File: src/rtl/pri.sv
// Priority selector: one-hot of the highest-index set request bit.
module pri #(
    parameter int W = 8
) (
    input  logic [W-1:0] req,
    output logic [W-1:0] gnt
);

    always_comb begin
        gnt = '0;
        for (int i = 0; i < W; i++) begin
            if (req[i]) begin
                gnt    = '0;
                gnt[i] = 1'b1;
            end
        end
    end

endmodule

File: src/rtl/pend_sel.sv
// Sticky request collector; issues the highest pending requester as a
// registered one-hot grant with encoded index under a valid/ack handshake.
module pend_sel #(
    parameter int W = 8,
    localparam int IW = (W > 1) ? $clog2(W) : 1
) (
    input  logic          clk,
    input  logic          arst,
    input  logic [W-1:0]  i_req,
    input  logic          i_flush,
    input  logic          i_gnt_ack,
    output logic [W-1:0]  o_pend,
    output logic          o_gnt_vld,
    output logic [W-1:0]  o_gnt,
    output logic [IW-1:0] o_gnt_idx
);

    typedef enum logic {
        EMPTY = 1'b0,
        HELD  = 1'b1
    } state_t;

    state_t        state_r, state_nx;
    logic [W-1:0]  pend_r, pend_nx;
    logic [W-1:0]  gnt_r, gnt_nx;
    logic [IW-1:0] gnt_idx_r, gnt_idx_nx;
    logic [W-1:0]  sel;
    logic [IW-1:0] sel_idx;
    logic          load;

    pri #(.W(W)) u_pri (
        .req (pend_r),
        .gnt (sel)
    );

    always_comb begin
        sel_idx = '0;
        for (int i = 0; i < W; i++) begin
            if (sel[i]) sel_idx = sel_idx | IW'(i);
        end
    end

    assign load = !i_flush && (pend_r != '0) &&
                  ((state_r == EMPTY) || i_gnt_ack);

    always_comb begin
        state_nx   = state_r;
        gnt_nx     = gnt_r;
        gnt_idx_nx = gnt_idx_r;
        pend_nx    = (pend_r & ~(load ? sel : '0)) | i_req;
        if (i_flush) begin
            state_nx   = EMPTY;
            gnt_nx     = '0;
            gnt_idx_nx = '0;
            pend_nx    = '0;
        end else if (load) begin
            state_nx   = HELD;
            gnt_nx     = sel;
            gnt_idx_nx = sel_idx;
        end else if (state_r == HELD && i_gnt_ack) begin
            state_nx   = EMPTY;
            gnt_nx     = '0;
            gnt_idx_nx = '0;
        end
    end

    always_ff @(posedge clk or posedge arst) begin
        if (arst) begin
            state_r   <= EMPTY;
            pend_r    <= '0;
            gnt_r     <= '0;
            gnt_idx_r <= '0;
        end else begin
            state_r   <= state_nx;
            pend_r    <= pend_nx;
            gnt_r     <= gnt_nx;
            gnt_idx_r <= gnt_idx_nx;
        end
    end

    assign o_pend    = pend_r;
    assign o_gnt_vld = (state_r == HELD);
    assign o_gnt     = gnt_r;
    assign o_gnt_idx = gnt_idx_r;

    a_onehot : assert property (@(posedge clk) disable iff (arst)
        $onehot0(o_gnt));
    a_vld : assert property (@(posedge clk) disable iff (arst)
        o_gnt_vld == (|o_gnt));
    a_stable : assert property (@(posedge clk) disable iff (arst)
        (o_gnt_vld && !i_gnt_ack && !i_flush) |=>
        ($stable(o_gnt) && $stable(o_gnt_idx)));

endmodule

File: config.mk
export PLATFORM = sky130hd
export DESIGN_NAME = pend_sel
export DESIGN_NICKNAME = d
export VERILOG_FILES = /design/src/rtl/pri.sv /design/src/rtl/pend_sel.sv
export SDC_FILE = /design/constraint.sdc
export NUM_CORES = 1
export LEC_CHECK = 0
export CAP_MARGIN = 40
export CORE_MARGIN = 2
export CORE_UTILIZATION = 49
export CTS_BUF_LIST = sky130_fd_sc_hd__clkbuf_2 sky130_fd_sc_hd__clkbuf_4 sky130_fd_sc_hd__clkbuf_8
export CTS_CLUSTER_SIZE = 16
export DETAILED_ROUTE_END_ITERATION = 16
export PLACE_DENSITY = 0.92
export SLEW_MARGIN = 20
export SYNTH_ARGS = -nofsm -noshare
export SYNTH_HDL_FRONTEND = slang
export SYNTH_SLANG_ARGS = --single-unit
File: constraint.sdc
create_clock -name clk -period 2.65 [get_ports clk]
set_input_delay 0.3975 -clock clk [delete_from_list [all_inputs] [get_ports clk]]
set_output_delay 0.3975 -clock clk [all_outputs]
set_load 0.01 [all_outputs]
==> results.ini <==
[run_status]
status = completed

[timing]
timing.fmax_ghz = 0.506
setup_ws_ps = 676
skew_ps = 0.786
finalMaxSlewViolations = 0
rsz0062_at_grt = false
finalSetupTns_ps = 0
post-route-period-util_pct = 74.5
setup_viol = 0
fin_crit_ps = 1970
worst_pin_slew_ps = 734
hold_viol_final = 0
relSlewSlack_pct = 51.0

[worst_setup_path]
slowest_stage = nor4_1
crit_fanout = 9
start_kind = flip-flop
cp_cell_sequence = nor4_1 > and3_1 > nor3_1 > a32o_2
critPathMaxStageDelay_ps = 610
end_kind = flip-flop
path_class = reg2reg
r2r_cells = 4
worst_ep_required_time_ps = 2850
cp.arrival_ps = 2180

[floorplanning]
die-area_sq_mm = 0.00222
initial_core_util_pct = 52.2
coreArea_sq_mm = 0.00175
rows = 15
die_w_microns = 47.1
ios = 32
die_y_microns = 47.1

[synthesis]
ys_seq_area_share_pct = 54.9
ys_ff_latch = 20
yosys_warnings = 0
synth-async-reset-ratio_pct = 100
syn-num-nets = 104
syn_inst = 92
synth_cell_type_count = 27
ys.flop_type = dfrtp_1
synth_area_per_cell_sq_um = 9.90
synth_area_sq_um = 911
synth-edff-count = 0

[placed_design]
portBuffers = 31
place_congestion = 0.772
place_hpwl_mm = 1.69
place_ws_ps = 712

[clocking]
ctsHoldBuffers = 0
tritoncts = built
cts_resized = 0
clk_pin_slew_ps = 100
cts.sinks = 20
clockRootBuffer = clkbuf_4
htreeDepth = 1
numCtsBuffers = 3
insertion_delay_ps = 300
cts_buffer_depth = 2
post-cts-setup-buffer-count = 0

[route]
drtPass1Iterations = 4
ant_nets = 0
vias = 836
drt_iter0_drc = 16
vias_per_cell = 5.61
drc = 0
wl_mm = 2.20
wl_per_cell_microns = 14.8

[final_layout]
final_common_cell = clkdlybuf4s50_1
final_cell_mix = clkdlybuf4s50_1, dfrtp_1, nor2_1
n_antenna_cell = 0
layout-drive-gt1-share_pct = 7.26
fin_nets = 138
syn_to_final_growth_pct = 39.1

[global_routing]
track_usage_pct = 23.9
grt_overflow = 0
grt_pass1_vias = 779
grt_first_pass_wirelength_mm = 3.57
antenna_found_initial = 0
grt_max_degree = 21

[run]
maxCapViolations = 0

[power]
max-vdd-ir-drop_uv = 339
p_per_area_mw_per_mm2 = 497
leakagePower_nw = 0.556

[hold_path]
min_path_type = in2async

area by class of cell:
cell class / instances / area [sq um]
Sequential cell: 20 / 500
Fill cell: 140 / 478
Multi-Input combinational cell: 63 / 377
Timing Repair Buffer: 31 / 310
Tap cell: 25 / 31.3
Inverter: 7 / 26.3
Clock buffer: 3 / 22.5
layer usage:
layer	global-route usage (%)	part of all wire [%]	vias to the layer above
met1	29.6	42	400
met5	0	0	-
li1	-	-	399
met2	38.1	50	30
met3	4.62	4.6	7
met4	15.0	3.0	0
final timing paths:
check                                      from              endpoint  slack, ps
max                         o_pend[7]$_DFF_PP0_  o_gnt[6]$_DFFE_PP0P_        680
min                                        arst  o_gnt[5]$_DFFE_PP0P_        500
max reg2reg                 o_pend[7]$_DFF_PP0_  o_gnt[6]$_DFFE_PP0P_        680
min reg2reg                o_gnt[2]$_DFFE_PP0P_  o_gnt[2]$_DFFE_PP0P_        500
max in group asynchronous                  arst   o_pend[0]$_DFF_PP0_       1690
min in group clk           o_gnt[2]$_DFFE_PP0P_  o_gnt[2]$_DFFE_PP0P_        500
critical path: cells and delay by family, from the launching register on:
family             cells  cell delay, ps
AOI/OAI and AO/OA      1             310
and+or+nand+nor        3            1070
DFF                    1             490
where the power goes:
| group | leakage (nW) | switching, W | internal [W] | total [W] |
|---|---|---|---|---|
| logic | 0.281 | 0.0000661 | 0.0000745 | 0.000141 |
| registers | 0.262 | 0.0000239 | 0.000324 | 0.000348 |
| clock network | 0.0138 | 0.0000887 | 0.0000532 | 0.000142 |
| total | 0.556 | 0.000179 | 0.000452 | 0.000630 |
cells by family (layout without fill, tap and decap cells):
logic type / Yosys count / in the layout / synth area share, %
simple gates: 36 / 36 / 20.6
compound gates: 27 / 27 / 20.7
flops: 20 / 20 / 54.9
buf+inv: 9 / 41 / 3.71
through the flow:
stage | total power, W | util (%) | area [sq um] | std cells | hold WS [ps]
2_1_floorplan | 0.000420 | - | 911 | 92 | 361
3_3_place_gp | 0.000489 | 71.3 | 1240 | 146 | 484
3_5_place_dp | 0.000495 | 71.3 | 1240 | 146 | 485
4_1_cts | 0.000634 | 72.6 | 1270 | 149 | 509
5_1_grt | 0.000662 | 72.6 | 1270 | 149 | 532
6_report | 0.000630 | 72.6 | 1270 | 149 | 502
flip-flops by register name, summed over array words and instances (netlist names):
register	flops
o_gnt_vld	1
o_gnt_idx	3
o_pend	8
o_gnt	8
Yosys cell counts, types with 2 or more instances:
library cell	count	area share [%]
clkbuf_1	2	0.82
a22o_1	3	2.9
a21oi_1	9	4.9
a32o_1	2	2.2
dfrtp_1	20	55
nor2_1	14	5.8
o21ai_0	5	2.7
inv_1	7	2.9
nor3_1	4	2.2
or3_1	2	1.4
nor4_1	3	2.1
nand2_1	2	0.82
nand3_1	3	1.6
a32o_2	3	3.7
Power figures use the tool's default switching activity.
